### config.mk
export PLATFORM = sky130hd
export DESIGN_NAME = muldiv_unit
export DESIGN_NICKNAME = d
export VERILOG_FILES = /design/src/rtl/muldiv_pkg.sv /design/src/rtl/muldiv_div_step.sv /design/src/rtl/muldiv_unit.sv
export SDC_FILE = /design/constraint.sdc
export NUM_CORES = 1
export LEC_CHECK = 0
export ABC_AREA = 1
export CAP_MARGIN = 20
export CORE_UTILIZATION = 40
export CTS_CLUSTER_DIAMETER = 150
export DETAILED_ROUTE_END_ITERATION = 16
export SLEW_MARGIN = 15
export SYNTH_ARGS = -nofsm -noshare
export SYNTH_HDL_FRONTEND = slang
export SYNTH_HIERARCHICAL = 1
export SYNTH_SLANG_ARGS = --single-unit
### constraint.sdc
create_clock -name clk -period 2.9 [get_ports clk]
set_clock_uncertainty 0.1 [all_clocks]
set_input_delay 0.58 -clock clk [delete_from_list [all_inputs] [get_ports clk]]
set_output_delay 0.58 -clock clk [all_outputs]
set_load 0.01 [all_outputs]
### src/rtl/muldiv_pkg.sv
// Shared definitions for the iterative RV32M multiply/divide unit: op codes,
// FSM states, fast-path constants and operand signedness helpers.
package muldiv_pkg;

    localparam logic [2:0] OP_MUL    = 3'b000;
    localparam logic [2:0] OP_MULH   = 3'b001;
    localparam logic [2:0] OP_MULHSU = 3'b010;
    localparam logic [2:0] OP_MULHU  = 3'b011;
    localparam logic [2:0] OP_DIV    = 3'b100;
    localparam logic [2:0] OP_DIVU   = 3'b101;
    localparam logic [2:0] OP_REM    = 3'b110;
    localparam logic [2:0] OP_REMU   = 3'b111;

    typedef enum logic [2:0] {
        IDLE = 3'd0,
        MUL  = 3'd1,
        DIV  = 3'd2,
        FIX  = 3'd3,
        DONE = 3'd4
    } state_t;

    localparam logic [31:0] DIV0_Q       = 32'hFFFF_FFFF;
    localparam logic [31:0] OVF_DIVIDEND = 32'h8000_0000;
    localparam logic [4:0]  ITER_LAST    = 5'd31;

    function automatic logic op_a_signed(input logic [2:0] f);
        case (f)
            OP_MUL, OP_MULH, OP_MULHSU, OP_DIV, OP_REM: return 1'b1;
            default:                                    return 1'b0;
        endcase
    endfunction

    function automatic logic op_b_signed(input logic [2:0] f);
        case (f)
            OP_MUL, OP_MULH, OP_DIV, OP_REM: return 1'b1;
            default:                         return 1'b0;
        endcase
    endfunction

endpackage

### src/rtl/muldiv_div_step.sv
// One restoring-division step: shift the next dividend bit into the partial
// remainder and subtract the divisor when it fits.
module muldiv_div_step (
    input  logic [31:0] rem,
    input  logic        dbit,
    input  logic [31:0] divisor,
    output logic [31:0] rem_next,
    output logic        q_bit
);

    logic [32:0] diff_s;

    // Trial subtraction; the partial remainder is always below the divisor,
    // so the 33-bit difference sign decides the quotient bit.
    always_comb begin
        diff_s = {rem, dbit} - {1'b0, divisor};
        if (diff_s[32]) begin
            rem_next = {rem[30:0], dbit};
            q_bit    = 1'b0;
        end else begin
            rem_next = diff_s[31:0];
            q_bit    = 1'b1;
        end
    end

endmodule

### src/rtl/muldiv_unit.sv
// Iterative RV32M multiply/divide unit (shift-add multiply, restoring divide).
// Define MULDIV_DIV_EN to build the divide datapath; otherwise divides are illegal.
module muldiv_unit
    import muldiv_pkg::*;
#(
    parameter int XLEN = 32
) (
    input  logic            clk,
    input  logic            rst,
    input  logic            start,
    input  logic [2:0]      funct3,
    input  logic [XLEN-1:0] rs1_val,
    input  logic [XLEN-1:0] rs2_val,
    input  logic [4:0]      rd_addr,
    output logic            busy,
    output logic            done,
    output logic [XLEN-1:0] result,
    output logic [4:0]      rd_out,
    output logic            illegal
);

    state_t      state_r, state_s;
    logic [4:0]  cnt_r;
    logic [2:0]  op_r;
    logic        neg_a_r, neg_b_r;
    logic [31:0] aux_r;
    logic [63:0] prod_r;
    logic [31:0] result_r;
    logic [4:0]  rd_r;
    logic        illegal_r;

    logic        a_neg_s, b_neg_s, is_div_s;
    logic [31:0] a_mag_s, b_mag_s;
    logic        fast_s, fast_ill_s;
    logic [31:0] fast_res_s;
    logic [32:0] mul_sum_s;
    logic [63:0] mul_next_s;
    logic [63:0] prod_fix_s;
    logic [31:0] fix_res_s;

    // Operand magnitudes and sign flags captured when a request is accepted.
    always_comb begin
        a_neg_s  = op_a_signed(funct3) & rs1_val[31];
        b_neg_s  = op_b_signed(funct3) & rs2_val[31];
        a_mag_s  = a_neg_s ? (32'd0 - rs1_val) : rs1_val;
        b_mag_s  = b_neg_s ? (32'd0 - rs2_val) : rs2_val;
        is_div_s = funct3[2];
    end

`ifdef MULDIV_DIV_EN
    logic        div0_s, ovf_s;
    logic [31:0] rem_next_s;
    logic        q_bit_s;

    muldiv_div_step u_div_step (
        .rem      (prod_r[63:32]),
        .dbit     (prod_r[31]),
        .divisor  (aux_r),
        .rem_next (rem_next_s),
        .q_bit    (q_bit_s)
    );

    // Divide-by-zero and signed overflow resolve without iterating.
    always_comb begin
        div0_s     = (rs2_val == 32'd0);
        ovf_s      = ((funct3 == OP_DIV) || (funct3 == OP_REM)) &&
                     (rs1_val == OVF_DIVIDEND) && (rs2_val == 32'hFFFF_FFFF);
        fast_ill_s = 1'b0;
        if (is_div_s && div0_s) begin
            fast_s     = 1'b1;
            fast_res_s = funct3[1] ? rs1_val : DIV0_Q;
        end else if (ovf_s) begin
            fast_s     = 1'b1;
            fast_res_s = funct3[1] ? 32'd0 : OVF_DIVIDEND;
        end else begin
            fast_s     = 1'b0;
            fast_res_s = 32'd0;
        end
    end
`else
    // Without the divider every divide/remainder op is rejected immediately.
    always_comb begin
        fast_res_s = 32'd0;
        if (is_div_s) begin
            fast_s     = 1'b1;
            fast_ill_s = 1'b1;
        end else begin
            fast_s     = 1'b0;
            fast_ill_s = 1'b0;
        end
    end
`endif

    // Shift-add step: add the multiplicand into the high half when the
    // current multiplier bit (LSB) is set, then shift the whole product right.
    always_comb begin
        mul_sum_s = {1'b0, prod_r[63:32]} + {1'b0, aux_r};
        if (prod_r[0]) begin
            mul_next_s = {mul_sum_s, prod_r[31:1]};
        end else begin
            mul_next_s = {1'b0, prod_r[63:1]};
        end
    end

    // Sign correction and result selection.
    always_comb begin
        prod_fix_s = (neg_a_r ^ neg_b_r) ? (64'd0 - prod_r) : prod_r;
        case (op_r)
            OP_MUL:                       fix_res_s = prod_fix_s[31:0];
            OP_MULH, OP_MULHSU, OP_MULHU: fix_res_s = prod_fix_s[63:32];
`ifdef MULDIV_DIV_EN
            OP_DIV, OP_DIVU:              fix_res_s = prod_fix_s[31:0];
            OP_REM, OP_REMU:              fix_res_s = neg_a_r ? (32'd0 - prod_r[63:32])
                                                              : prod_r[63:32];
`endif
            default:                      fix_res_s = 32'd0;
        endcase
    end

    // Next-state logic.
    always_comb begin
        state_s = state_r;
        case (state_r)
            IDLE: begin
                if (!start) begin
                    state_s = IDLE;
                end else if (fast_s) begin
                    state_s = DONE;
                end else begin
`ifdef MULDIV_DIV_EN
                    state_s = is_div_s ? DIV : MUL;
`else
                    state_s = MUL;
`endif
                end
            end
            MUL:     state_s = (cnt_r == ITER_LAST) ? FIX : MUL;
`ifdef MULDIV_DIV_EN
            DIV:     state_s = (cnt_r == ITER_LAST) ? FIX : DIV;
`endif
            FIX:     state_s = DONE;
            DONE:    state_s = IDLE;
            default: state_s = IDLE;
        endcase
    end

    // State register.
    always_ff @(posedge clk) begin
        if (rst) begin
            state_r <= IDLE;
        end else begin
            state_r <= state_s;
        end
    end

    // Datapath registers: capture on accept, iterate, then load the result.
    always_ff @(posedge clk) begin
        if (rst) begin
            cnt_r     <= 5'd0;
            op_r      <= 3'd0;
            neg_a_r   <= 1'b0;
            neg_b_r   <= 1'b0;
            aux_r     <= 32'd0;
            prod_r    <= 64'd0;
            result_r  <= 32'd0;
            rd_r      <= 5'd0;
            illegal_r <= 1'b0;
        end else begin
            case (state_r)
                IDLE: begin
                    if (start) begin
                        op_r      <= funct3;
                        rd_r      <= rd_addr;
                        neg_a_r   <= a_neg_s;
                        neg_b_r   <= b_neg_s;
                        cnt_r     <= 5'd0;
                        illegal_r <= fast_ill_s;
                        if (fast_s) begin
                            result_r <= fast_res_s;
                        end
                        // Divide: dividend in the low half, divisor aside.
                        // Multiply: multiplier in the low half, multiplicand aside.
                        if (is_div_s) begin
                            prod_r <= {32'd0, a_mag_s};
                            aux_r  <= b_mag_s;
                        end else begin
                            prod_r <= {32'd0, b_mag_s};
                            aux_r  <= a_mag_s;
                        end
                    end
                end
                MUL: begin
                    prod_r <= mul_next_s;
                    cnt_r  <= cnt_r + 5'd1;
                end
`ifdef MULDIV_DIV_EN
                DIV: begin
                    prod_r <= {rem_next_s, prod_r[30:0], q_bit_s};
                    cnt_r  <= cnt_r + 5'd1;
                end
`endif
                FIX: begin
                    result_r <= fix_res_s;
                end
                default: begin
                    cnt_r <= cnt_r;
                end
            endcase
        end
    end

    assign busy    = (state_r != IDLE);
    assign done    = (state_r == DONE);
    assign illegal = illegal_r & (state_r == DONE);
    assign result  = result_r;
    assign rd_out  = rd_r;

endmodule

==> out/qor.yml, run 1 <==
synthesis:
  netlist.area_leader.share_pct: 23.42
  synth-main-ff-cell: "dfxtp_1"
  synth_nets: 2394
  yosysMostFrequentCell: "nand2_1"
  synthCells: 2281
  synth_area_leader_cell: "nand2_1"
  yosys-top-cells-count: "nand2_1, inv_1, nor2_1"
  synthTopCellsByArea: "nand2_1, dfxtp_1, inv_1"
  synth-seq-cells: 146
  syn_area_per_cell_um2: 5.544
  yosysWarnings: 6
  synth_cell_types: 46
  synthArstFlopShare_pct: 0
  seq_area_frac_synth_pct: 23.11
  syn-cell-area_um2: 12650
  synth_edf_count: 0
timing:
  drv_slew: 0
  slew_headroom_pct: 32.76
  fmax_mhz: 388.1
  tightest_slew_ns: 1.009
  period_share_pct: 88.85
  whs_ns: 0.3607
  period_needed_ns: 2.577
  fin_ws_ns: 0.3235
  setup_violations: 0
  hold_viol: 0
  rsz0062_at_grt: "false"
placed_design:
  place_area_um2: 14490
  portBuffers: 114
  post-place-ws_ns: -0.1033
  place_congestion: 0.9800
  dp_hpwl_um: 43880
clock_network:
  cts_buffer_depth: 2
  htree_num_levels: 4
  numClockSinks: 146
  path_clk_slew_ns: 0.06
  cts_setup_buffers: 0
  cts_tree: "yes"
  ctsRootBufferMaster: "clkbuf_16"
  numCtsBuffers: 17
  clk_latency_ns: 0.45
die:
  die_h_um: 179.8
  start_util_pct: 41.02
  die_area_um2: 32330
  die-width_um: 179.8
  ioPinCount: 115
  core-area_um2: 30830
  num_rows: 64
routing:
  post-route-drc-count: 2
  avgRoutedWirePerCell_um: 19.08
  drt_pass1_iterations: 14
  ant_nets: 0
  vias: 15220
  routed_via_density: 5.422
  wirelength_um: 53540
  first_iter_violations: 1462
cells_and_area:
  syn_to_final_growth_pct: 19.52
  antenna_cells: 0
  finalNetCount: 2510
  final_area_um2: 15110
  fin_util_pct: 49.03
  drive_gt1_share_pct: 5.145
global_routing:
  track_usage_pct: 33.43
  grt_max_degree: 84
  antenna_found_initial: 1
  grt_pass1_vias: 14170
  grt_overflow: 0
  grt_first_pass_wirelength_um: 82830
worst_setup_path:
  crit_arrival_ns: 2.76
  start_kind: "flop"
  cpLargestDelayFamily: "simple AND/OR/NAND/NOR gates"
  slowest_delay_ns: 0.48
  cp_max_fo: 5
  critPathCaptureType: "flop"
  path_common_cell: "nand2_1"
  path_buf_inv: 1
  required_ns: 3.08
  worstPathCellList: "ha_1 -> inv_1 -> fa_1 -> nor2_1 -> nor2_1 -> o21ai_1 -> nand2_1 -> nand2_1 -> nand2_1 -> nand3_1 -> nand3_1 -> nand2_1 -> a21oi_1"
  slowest_stage: "dfxtp_1"
  path_class: "flop to flop"
pwr:
  p_int_uw: 4290
  power.switching_uw: 2692
  seqPwrFrac_pct: 32.3
  p_comb_share_pct: 33.6
  p_leak_uw: 0.007295
  power_per_cell_area_nw_per_um2: 461.9
  clockPowerShare_pct: 34.1
  vdd_ir_drop_max_mv: 0.4802
  swShare_pct: 38.55
run_status:
  status: "complete, but fails checks"
  violations: "DRC"
hold_path:
  hold_path.class: "flop to flop"
job:
  drv_cap: 0
## power groups by stage
stage	sequential, uW	combinational (uW)	clock, uW
finish	2260	2350	2380
global route	2260	2590	2490
CTS	2250	2310	2400
detailed placement	2300	2300	0
global placement	2300	2290	0
floorplan	2210	1470	0
## cell usage in the layout (no fill, tap or decap), drive strengths merged, types with 16 or more instances in the layout
master	synthesis	routed
nand2	791	791
inv	309	313
nor2	231	231
nand3	203	203
a21oi	189	189
dfxtp	146	146
clkdlybuf4s50	0	113
o21ai	104	104
buf	38	61
ha	37	37
xor2	34	34
nand4	31	31
o22ai	30	30
clkbuf	39	19
nor3	16	16
## stage by stage
step           total power (uW)  setup TNS (ns)  cells
6_report                   6982               0   2806
5_1_grt                    7339               0   2806
3_3_place_gp               4581         -0.3495   2774
4_1_cts                    6960               0   2806
3_5_place_dp               4591         -0.6584   2774
2_1_floorplan              3686               0   2281
## kinds of logic after synthesis
group                      synth area share, %
buffers and inverters                    11.79
DFF                                      23.11
AOI/OAI and AO/OA                        15.99
adders and majority gates                3.819
xor gates and xnor gates                 3.186
and+or+nand+nor                          42.10
## layout make-up
cell class	instances	area [um^2]
sequential	146	2923
timing repair buffer	174	1649
inverter	310	1164
clock buffer	19	452.9
clock inverter	13	172.7
tap	396	495.5
multi-input combinational	1748	8258
fill	3374	15720
## metal layers
| layer | vias up | share of wire (%) | GRT usage, % |
|---|---|---|---|
| met3 | 75 | 5.9 | 4.538 |
| met2 | 575 | 48 | 57.48 |
| li1 | 7556 | - | - |
| met1 | 7007 | 43 | 42.74 |
| met5 | - | 0.024 | 0 |
| met4 | 2 | 3.0 | 11.38 |
## flip-flops by register name, indices dropped and copies added, names as in the netlist
| name | cells |
|---|---|
| aux_r | 32 |
| cnt_r | 5 |
| neg_a_r | 1 |
| rd_out | 5 |
| result | 32 |
| prod_r | 64 |
| neg_b_r | 1 |
| state_r | 3 |
| op_r | 3 |
## worst register-to-register path, cell delays in order (launching register included)
cell	delay, ns
dfxtp_1	0.48
ha_1	0.23
inv_1	0.06
fa_1	0.39
nor2_1	0.12
nor2_1	0.10
o21ai_1	0.21
nand2_1	0.07
nand2_1	0.21
nand2_1	0.11
nand3_1	0.08
nand3_1	0.11
nand2_1	0.09
a21oi_1	0.06
## what timing repair did
action / CTS / global route
resized for setup: 0 / 1
setup endpoints to repair: 0 / 1
hold buffers: 0 / 0
## path summary, 6_finish.rpt
kind	startpoint	to	slack, ns	cells after the start
max	aux_r[0]$_SDFFE_PP0P_	prod_r[53]$_SDFFE_PP0P_	0.32	13
min	result[31]$_SDFFE_PP0P_	result[31]$_SDFFE_PP0P_	0.36	2
max reg2reg	aux_r[0]$_SDFFE_PP0P_	prod_r[53]$_SDFFE_PP0P_	0.32	13
min reg2reg	result[31]$_SDFFE_PP0P_	result[31]$_SDFFE_PP0P_	0.36	2
Note: power is estimated with default switching activity, not from simulation.
==> run 2: changes to the inputs <==
--- a/config.mk
+++ b/config.mk
@@ -13,5 +13,4 @@
 export SLEW_MARGIN = 15
 export SYNTH_ARGS = -nofsm -noshare
 export SYNTH_HDL_FRONTEND = slang
-export SYNTH_HIERARCHICAL = 1
 export SYNTH_SLANG_ARGS = --single-unit
==> results of run 2 <==
Final layout, timing and power as in run 1 (identical DEF).
Main changes from that run: Yosys warning count 6 -> 0
==> edit, RTL diff (settings of run 2) <==
Add a define of `MULDIV_DIV_EN`.
--- a/src/rtl/muldiv_unit.sv
+++ b/src/rtl/muldiv_unit.sv
@@ -1,5 +1,7 @@
 // Iterative RV32M multiply/divide unit (shift-add multiply, restoring divide).
 // Define MULDIV_DIV_EN to build the divide datapath; otherwise divides are illegal.
+`define MULDIV_DIV_EN
+
 module muldiv_unit
     import muldiv_pkg::*;
 #(
Check against the original RTL: not equivalent (a bounded check fails within 4 cycles, from zero or initial values and one cycle with rst high).
==> edit against run 2 <==
Total power up 110%. Synthesized area increased by 42%. Routed wire length up 79%. Count of clock-buffer cells in the layout down 2. First-iteration DRC count rose by 100%. Utilization up 0.96 points. Setup slack got worse by 0.20 ns. Via count up 58%. Sequential cell count did not move. Design area increased by 47%. Die area is 42% higher. Critical path type unchanged.
==> edit: results (changes against run 2) <==
Post-Synth Adder-Cell Area -> 0.05157 (+0.01338)
max-slew headroom at the worst pin -> 0.4488 (+0.1212)
compound-gate portion of the synthesized area -> 0.1872 (+0.02727)
leakage -> 10.73 nW (+47%)
VDD IR max -> 0.5967 mV (+24%)
M1 wire length -> 39920 um (+72%)
ClkCell Share -> 0.02869 (-0.01270)
M1 GR Usage -> 0.5240 (+0.09658)
syn nets -> 3479 (+45%)
initial antenna violation count -> 3 (+2)
GPL Wtd Cong -> 1.097 (+12%)
FFs & Latches -> 146 (unchanged)
multi-input logic area -> 0.01289 mm^2 (+56%)
Syn Area/Cell -> 5.405 um^2 (-2.5%)
layout cell share with drive strength beyond 1 -> 0.1130 (+0.06156)
first-pass GRT wire length -> 140800 um (+70%)
placement-stage cell area -> 0.02147 mm^2 (+48%)
TAP cells -> 592 (+49%)
status -> complete, no violations
final std cells w/o fill -> 4224 (+51%)
synth top area cells -> nand2_1, dfxtp_1, nand3_1
WL met3 -> 9382 um (+200%)
Non-clock buffers -> 390 (+120%)
crit path DAT -> 3.05 ns (+0.29 ns)
met3 usage -> 0.09574 (+0.05036)
met2 GRT Util -> 0.6278 (+0.05303)
DP Wirelength -> 79120 um (+80%)
buffer share of cell area -> 0.1495 (+0.04035)
drt first pass iters -> 8 (-6)
DRT iter0 DRCs -> 2990 (+100%)
Synth Area in XOR/XNOR -> 0.03259 (+0.0007352)
sequential fraction of the synthesis area -> 0.1623 (-0.06878)
Final Net Count -> 3763 (+50%)
#MultiIn Comb -> 2624 (+50%)
Critical Path Fanout Max -> 7 (+2)
port bufs -> 113 (-0.88%)
fill count -> 4762 (+41%)
highest routing layer actually used -> met4
edit: path summary, 6_finish.rpt:
check	cells after the start	slack, ns	to	from
worst max-delay path	13	0.13	result[28]$_SDFFE_PP0P_	prod_r[1]$_SDFFE_PP0P_
worst min-delay path	2	0.37	cnt_r[3]$_SDFFE_PP0P_	cnt_r[3]$_SDFFE_PP0P_
worst max register to register	13	0.13	result[28]$_SDFFE_PP0P_	prod_r[1]$_SDFFE_PP0P_
worst min register to register	2	0.37	cnt_r[3]$_SDFFE_PP0P_	cnt_r[3]$_SDFFE_PP0P_
edit: power breakdown:
part           internal (mW)  leakage (nW)  switching (mW)  total, mW
Combinational           3.21          9.21            6.44       9.65
Sequential              2.29          1.20           0.528       2.82
Clock                   1.33         0.313            1.12       2.45
edit: critical path, delay by kind of cell, from the launching register on:
| kind | cells | cell delay, ns |
|---|---|---|
| compound gates | 1 | 0.07 |
| simple gates | 10 | 1.82 |
| buf+inv | 1 | 0.13 |
| flops | 1 | 0.33 |
| fa+ha+maj | 1 | 0.21 |
